`config.mk`:
```
export PLATFORM = sky130hd
export DESIGN_NAME = ref_particle_scheduler
export DESIGN_NICKNAME = d
export VERILOG_FILES = /design/src/rtl/md_sched_pkg.sv /design/src/rtl/sched_delay_line.sv /design/src/rtl/ref_particle_scheduler.sv
export SDC_FILE = /design/constraint.sdc
export NUM_CORES = 1
export LEC_CHECK = 0
export ABC_AREA = 1
export BUFFER_PORTS_ARGS = -buffer_cell sky130_fd_sc_hd__buf_2
export CAP_MARGIN = 40
export CORE_MARGIN = 1
export CORE_UTILIZATION = 30
export DETAILED_ROUTE_END_ITERATION = 16
export HOLD_SLACK_MARGIN = 0.06
export PLACE_DENSITY = 0.56
export SKIP_CTS_REPAIR_TIMING = 1
export SYNTH_ARGS = -nofsm -noshare
export SYNTH_HDL_FRONTEND = slang
export SYNTH_SLANG_ARGS = --single-unit
```
`constraint.sdc`:
```
create_clock -name clk -period 1.6 [get_ports clk]
set_clock_uncertainty 0.15 [all_clocks]
set_input_delay 0.08 -clock clk [delete_from_list [all_inputs] [get_ports clk]]
set_output_delay 0.08 -clock clk [all_outputs]
set_load 0.05 [all_outputs]
```
`src/rtl/md_sched_pkg.sv`:
```
// rtl/md_sched_pkg.sv - shared state encoding and constants for the reference-particle scheduler
package md_sched_pkg;

    localparam int DEFAULT_PARTICLE_ID_WIDTH = 7;
    localparam int NUM_SLOT_ADDR             = 0;

    typedef enum logic [2:0] {
        ST_IDLE,
        ST_READ_NUM,
        ST_STREAM,
        ST_DRAIN,
        ST_DONE
    } sched_state_e;

endpackage

```
`src/rtl/sched_delay_line.sv`:
```
// rtl/sched_delay_line.sv - holdable shift register aligning read tags with memory return data
module sched_delay_line #(
    parameter int WIDTH = 8,
    parameter int DEPTH = 1
) (
    input  logic             clk,
    input  logic             rst_n,
    input  logic             hold,
    input  logic [WIDTH-1:0] din,
    output logic [WIDTH-1:0] dout
);

    logic [DEPTH-1:0][WIDTH-1:0] stage_q;
    logic [DEPTH-1:0][WIDTH-1:0] stage_d;

    always_comb begin
        stage_d = stage_q;
        if (!hold) begin
            stage_d[0] = din;
            for (int i = 1; i < DEPTH; i++) begin
                stage_d[i] = stage_q[i-1];
            end
        end
    end

    always_ff @(posedge clk or negedge rst_n) begin
        if (!rst_n) begin
            stage_q <= '0;
        end else begin
            stage_q <= stage_d;
        end
    end

    assign dout = stage_q[DEPTH-1];

endmodule

```
`src/rtl/ref_particle_scheduler.sv`:
```
// rtl/ref_particle_scheduler.sv - sequences one home cell's reference-particle sweep
module ref_particle_scheduler
    import md_sched_pkg::*;
#(
    parameter int PARTICLE_ID_WIDTH = DEFAULT_PARTICLE_ID_WIDTH,
    parameter int RD_LATENCY        = 1,
    parameter int DRAIN_CYCLES      = 16
) (
    input  logic                         clk,
    input  logic                         rst,
    input  logic                         start,
    input  logic                         stall,
    input  logic                         pipe_busy,
    input  logic [PARTICLE_ID_WIDTH-1:0] rd_num,
    output logic                         rd_en,
    output logic [PARTICLE_ID_WIDTH-1:0] rd_addr,
    output logic                         reading_particle_num,
    output logic [PARTICLE_ID_WIDTH-1:0] particle_id,
    output logic [PARTICLE_ID_WIDTH-1:0] ref_id,
    output logic                         phase,
    output logic                         prev_phase,
    output logic                         busy,
    output logic                         done
);

    localparam int W     = PARTICLE_ID_WIDTH;
    localparam int CNT_W = (DRAIN_CYCLES > 1) ? $clog2(DRAIN_CYCLES) : 1;
    localparam logic [CNT_W-1:0] CNT_LAST = CNT_W'(DRAIN_CYCLES - 1);
    localparam logic [W-1:0]     NUM_ADDR = W'(NUM_SLOT_ADDR);

    sched_state_e     state_q, state_d;
    logic [W-1:0]     addr_q, addr_d;
    logic [W-1:0]     num_q, num_d;
    logic [W-1:0]     ref_q, ref_d;
    logic [CNT_W-1:0] cnt_q, cnt_d;
    logic             issued_q, issued_d;
    logic             prev_phase_q;
    logic             rd_en_c;
    logic             dl_hold;
    logic [W:0]       dl_din, dl_dout;
    logic             ret_is_num;
    logic [W-1:0]     ret_id;

    // The tag line freezes with the memory output so a stalled particle stays presented.
    assign dl_hold = stall && (state_q == ST_STREAM);
    assign dl_din  = {rd_en_c && (addr_q == NUM_ADDR), rd_en_c ? addr_q : {W{1'b0}}};

    sched_delay_line #(
        .WIDTH (W + 1),
        .DEPTH (RD_LATENCY)
    ) u_delay_line (
        .clk   (clk),
        .rst_n (rst),
        .hold  (dl_hold),
        .din   (dl_din),
        .dout  (dl_dout)
    );

    assign {ret_is_num, ret_id} = dl_dout;

    always_comb begin
        state_d  = state_q;
        addr_d   = addr_q;
        num_d    = num_q;
        ref_d    = ref_q;
        cnt_d    = cnt_q;
        issued_d = issued_q;
        rd_en_c  = 1'b0;
        case (state_q)
            ST_IDLE: begin
                if (start) begin
                    state_d  = ST_READ_NUM;
                    addr_d   = NUM_ADDR;
                    ref_d    = '0;
                    issued_d = 1'b0;
                end
            end
            ST_READ_NUM: begin
                rd_en_c  = !issued_q;
                issued_d = 1'b1;
                if (ret_is_num) begin
                    num_d = rd_num;
                    if (rd_num == '0) begin
                        state_d = ST_DONE;
                    end else begin
                        state_d  = ST_STREAM;
                        ref_d    = W'(1);
                        addr_d   = W'(1);
                        issued_d = 1'b0;
                    end
                end
            end
            ST_STREAM: begin
                if (!stall) begin
                    if (!issued_q) begin
                        rd_en_c = 1'b1;
                        if (addr_q == num_q) begin
                            issued_d = 1'b1;
                        end else begin
                            addr_d = addr_q + 1'b1;
                        end
                    end else if (ret_id == num_q) begin
                        state_d = ST_DRAIN;
                        cnt_d   = '0;
                    end
                end
            end
            ST_DRAIN: begin
                if (cnt_q != CNT_LAST) begin
                    cnt_d = cnt_q + 1'b1;
                end
                if ((cnt_q == CNT_LAST) && !pipe_busy) begin
                    if (ref_q == num_q) begin
                        state_d = ST_DONE;
                    end else begin
                        state_d  = ST_STREAM;
                        ref_d    = ref_q + 1'b1;
                        addr_d   = W'(1);
                        issued_d = 1'b0;
                    end
                end
            end
            ST_DONE: begin
                state_d = ST_IDLE;
            end
            default: begin
                state_d = ST_IDLE;
            end
        endcase
    end

    always_ff @(posedge clk or negedge rst) begin
        if (!rst) begin
            state_q      <= ST_IDLE;
            addr_q       <= '0;
            num_q        <= '0;
            ref_q        <= '0;
            cnt_q        <= '0;
            issued_q     <= 1'b0;
            prev_phase_q <= 1'b0;
        end else begin
            state_q      <= state_d;
            addr_q       <= addr_d;
            num_q        <= num_d;
            ref_q        <= ref_d;
            cnt_q        <= cnt_d;
            issued_q     <= issued_d;
            prev_phase_q <= phase;
        end
    end

    assign rd_en                = rd_en_c;
    assign rd_addr              = addr_q;
    assign reading_particle_num = ret_is_num;
    assign particle_id          = ret_id;
    assign ref_id               = ref_q;
    assign phase                = (state_q == ST_DRAIN);
    assign prev_phase           = prev_phase_q;
    assign busy                 = (state_q == ST_READ_NUM) || (state_q == ST_STREAM) || (state_q == ST_DRAIN);
    assign done                 = (state_q == ST_DONE);

endmodule

```
==> key figures <==
Layout
  • Final nets: 473
  • Area Growth Syn to Fin: 50.39%
  • Fill count: 796
  • Share of layout cells above drive strength 1: 44.54%
  • N_diodes: 0
  • Final Non-Filler Cells: 560

Timing
  • Fin Hold WS: 0.07806 ns
  • Final Max Tran Viols: 0
  • Final Hold Violating Endpoints: 0
  • RSZ-0062 raised after global routing: yes
  • Final period utilization: 110.4%
  • Fmax: 565.9 MHz
  • Fin crit period: 1.767 ns
  • Worst setup margin: -0.1671 ns
  • Worst-Margin Slew: 0.4722 ns
  • Final setup vio count: 24
  • Slew headroom: 68.52%

Clocking
  • CTS buffer count: 5
  • TritonCTS clock tree: yes
  • Clk root buf: clkbuf_8
  • Clock Latency Late Sink: 0.30 ns
  • Clk sinks: 38
  • Max Buffers Root-to-Sink: 2
  • CTS HTree Levels: 2
  • Clock Pin Slew Worst Setup and Hold Paths: 0.09 ns

Pwr
  • PwrDens: 1752 mW/mm^2
  • Tot Pwr: 6.374 mW
  • Lkg Pwr: 1.881 nW
  • Worst vdd ir: 0.8402 mV

Floorplan
  • Die width: 91.79 microns
  • FP Rows: 32
  • Core Region: 0.007767 sq mm
  • Initial core utilization: 31.14%
  • Vert. Die Dim: 91.79 microns
  • IO Count: 39
  • Die area: 0.008425 sq mm

Setup path
  • Crit path largest cell delay: 0.42 ns
  • CP endpoint: rd_en
  • Critical Path End Type: output pin
  • Worst setup SP type: register
  • CP Buf/Inv Count: 3
  • Req. time, crit path: 1.37 ns
  • Worst path arrival time: 1.54 ns
  • Crit-path leading delay family: simple AND/OR/NAND/NOR gates
  • WP depth: 7
  • R2R setup slack: -0.17 ns
  • Critical Path, Cell by Cell: inv_2 -> nor2_4 -> nand2_4 -> nand2_2 -> inv_2 -> nor3_4 -> buf_6
  • Critical Path Source: state_q[0]
  • Most used cell, CP: inv_2
  • Slowest CP cell: dfrtp_2
  • Critical path type: register to output pin
  • Critical-path maximum fanout: 5
  • Reg2reg end: ref_id[1]
  • R2R Path Start: state_q[2]
  • Reg2reg path depth: 10

Placed design
  • Detail Placement HPWL: 5375 microns
  • Port buffer count: 38
  • Placement Setup Slack: -0.1709 ns
  • Final Wtd Congestion: 0.8400
  • Inst Count DP: 532

Detailed routing
  • DR vias/cell: 4.554
  • Post-Route WL: 7230 microns
  • Per-cell routed wire length: 12.91 microns
  • Pre-antenna DRT Iters: 4
  • Initial DRC Count: 162
  • DRC: 0
  • Via count: 2550
  • Routed Antenna Nets: 0

Synth
  • Yosys reg bits: 38
  • Yosys warnings: 0
  • Sequential share of the synthesized area: 39.32%
  • Syn Inst Count: 343
  • Syn_nets: 359
  • Mean Syn Cell Area: 7.051 sq um
  • Distinct cell type count after synthesis: 31
  • Post-synthesis cell area: 0.002419 sq mm

GRT
  • All-layer global routing usage: 17.19%
  • Largest net degree at the start of global routing: 22
  • Global-route wire length before repair: 11320 microns
  • Total grt overflow: 0
  • Vias in the first global route: 2364
  • Antenna violations before repair: 0

Outcome
  • Run status: complete, but fails checks
  • Violated checks: setup timing

Flow run
  • Max_cap viols: 0

Hold path
  • Worst min-delay path class: primary input to register
[cells in the final DEF, fill, tap and decap left out, types with 2 or more instances in the layout]
cell type	netlist	layout
a21oi_1	9	8
buf_2	0	34
buf_4	1	63
buf_6	1	4
bufinv_16	0	2
clkbuf_8	0	5
dfrtp_1	38	14
dfrtp_2	0	24
dlygate4sd3_1	0	8
ha_1	4	2
inv_1	43	35
inv_2	7	15
nand2_1	113	102
nand2_2	10	17
nand2_4	0	4
nand3_1	24	23
nand3b_1	3	3
nand4_1	3	3
nand4_4	1	2
nor2_1	31	29
nor2_2	6	3
nor2_4	3	8
nor3_1	4	3
o21ai_0	18	14
o21ai_1	1	3
o21ai_2	7	9
o22ai_2	0	2
xnor2_1	2	2
xor2_1	3	3
[worst reg2reg max path, stage by stage (launching register included)]
cell,delay (ns)
dfrtp_2,0.46
inv_2,0.05
nand2_1,0.13
nor2_4,0.07
o21ai_2,0.07
nand2_2,0.08
nor2_4,0.16
buf_4,0.14
nand4_4,0.16
nand2_2,0.13
o21ai_2,0.05
[layer usage]
metal	up-vias	GRT usage (%)	wire [microns]
li1	1304	-	-
met1	1207	22.20	3370
met2	35	29.70	3594
met3	4	3.814	221
met4	0	3.125	43
met5	-	0	0
[cells in the mapped netlist]
library cell,number,area (sq um)
clkbuf_2,1,5.000
o31ai_2,1,12.51
nor3_1,4,20.02
o21ai_2,7,61.31
buf_4,1,7.510
o21ai_0,18,90.09
a21oi_2,1,8.760
nand3_1,24,120.1
nor2_2,6,37.54
o22ai_1,3,18.77
o21bai_1,1,7.510
ha_1,4,50.05
clkbuf_1,1,3.750
xor2_1,3,26.28
nand3b_1,3,22.52
nand2_2,10,62.56
nor2_4,3,33.78
xnor2_1,2,17.52
inv_2,7,26.28
nand2_1,113,424.2
inv_1,43,161.4
buf_6,1,11.26
nor3_4,1,16.27
nand3_2,1,10.01
o21ai_1,1,5.000
a21oi_1,9,45.04
dfrtp_1,38,950.9
nand4_4,1,21.27
or2_2,1,6.260
nor2_1,31,116.4
nand4_1,3,18.77
[how the worst min path moves through the flow]
| stage | to | slack [ns] | cells after the start | start |
|---|---|---|---|---|
| after CTS | u_delay_line.dout[7] | -0.44 | 1 | rst |
| after global placement | num_q[2] | -0.10 | 1 | rst |
| final | issued_q | 0.08 | 6 | pipe_busy |
| after global routing | issued_q | 0.09 | 6 | pipe_busy |
| after floorplan | cnt_q[0] | -0.37 | 0 | rst |
| after detailed placement | num_q[2] | -0.11 | 1 | rst |
[sequential cells by signal, summed over array words and instances (netlist names)]
signal / flops
rd_addr: 7
state_q: 3
prev_phase: 1
ref_id: 7
cnt_q: 4
num_q: 7
u_delay_line.dout: 8
issued_q: 1
[stage by stage]
| stage | TNS [ns] | area (sq um) | util, % |
|---|---|---|---|
| floorplan | -2.680 | 2479 | - |
| global placement | -1.326 | 3171 | 40.82 |
| detailed placement | -2.257 | 3171 | 40.82 |
| CTS | -3.529 | 3308 | 42.59 |
| global route | -5.024 | 3637 | 46.83 |
| finish | -2.159 | 3637 | 46.83 |
[report_power, final]
part	leakage [nW]	internal, mW	total, mW	switching, mW
clock	0.0683	0.625	1.01	0.389
combinational	1.35	1.50	3.82	2.32
sequential	0.467	1.22	1.54	0.315
[cell type report]
| type | count | area (sq um) | area share [%] |
|---|---|---|---|
| clock buffer | 5 | 68.82 | 1.892 |
| clock inverter | 3 | 68.82 | 1.892 |
| inverter | 50 | 187.7 | 5.160 |
| multi-input combinational | 252 | 1415 | 38.91 |
| sequential | 38 | 980.9 | 26.97 |
| tap | 102 | 127.6 | 3.509 |
| timing repair buffer | 110 | 788.3 | 21.67 |
[cell families (layout without fill, tap and decap cells)]
kind of cell               count (synthesis)  in the layout  synth area share [%]
adders and majority gates                  4              4                 2.069
and+or+nand+nor                          201            202                 37.61
AOI/OAI and AO/OA                         41             41                 10.29
buffers and inverters                     54            168                 8.898
xor gates and xnor gates                   5              5                 1.811
DFF                                       38             38                 39.32
No activity file was read; power rests on OpenSTA's default activity.
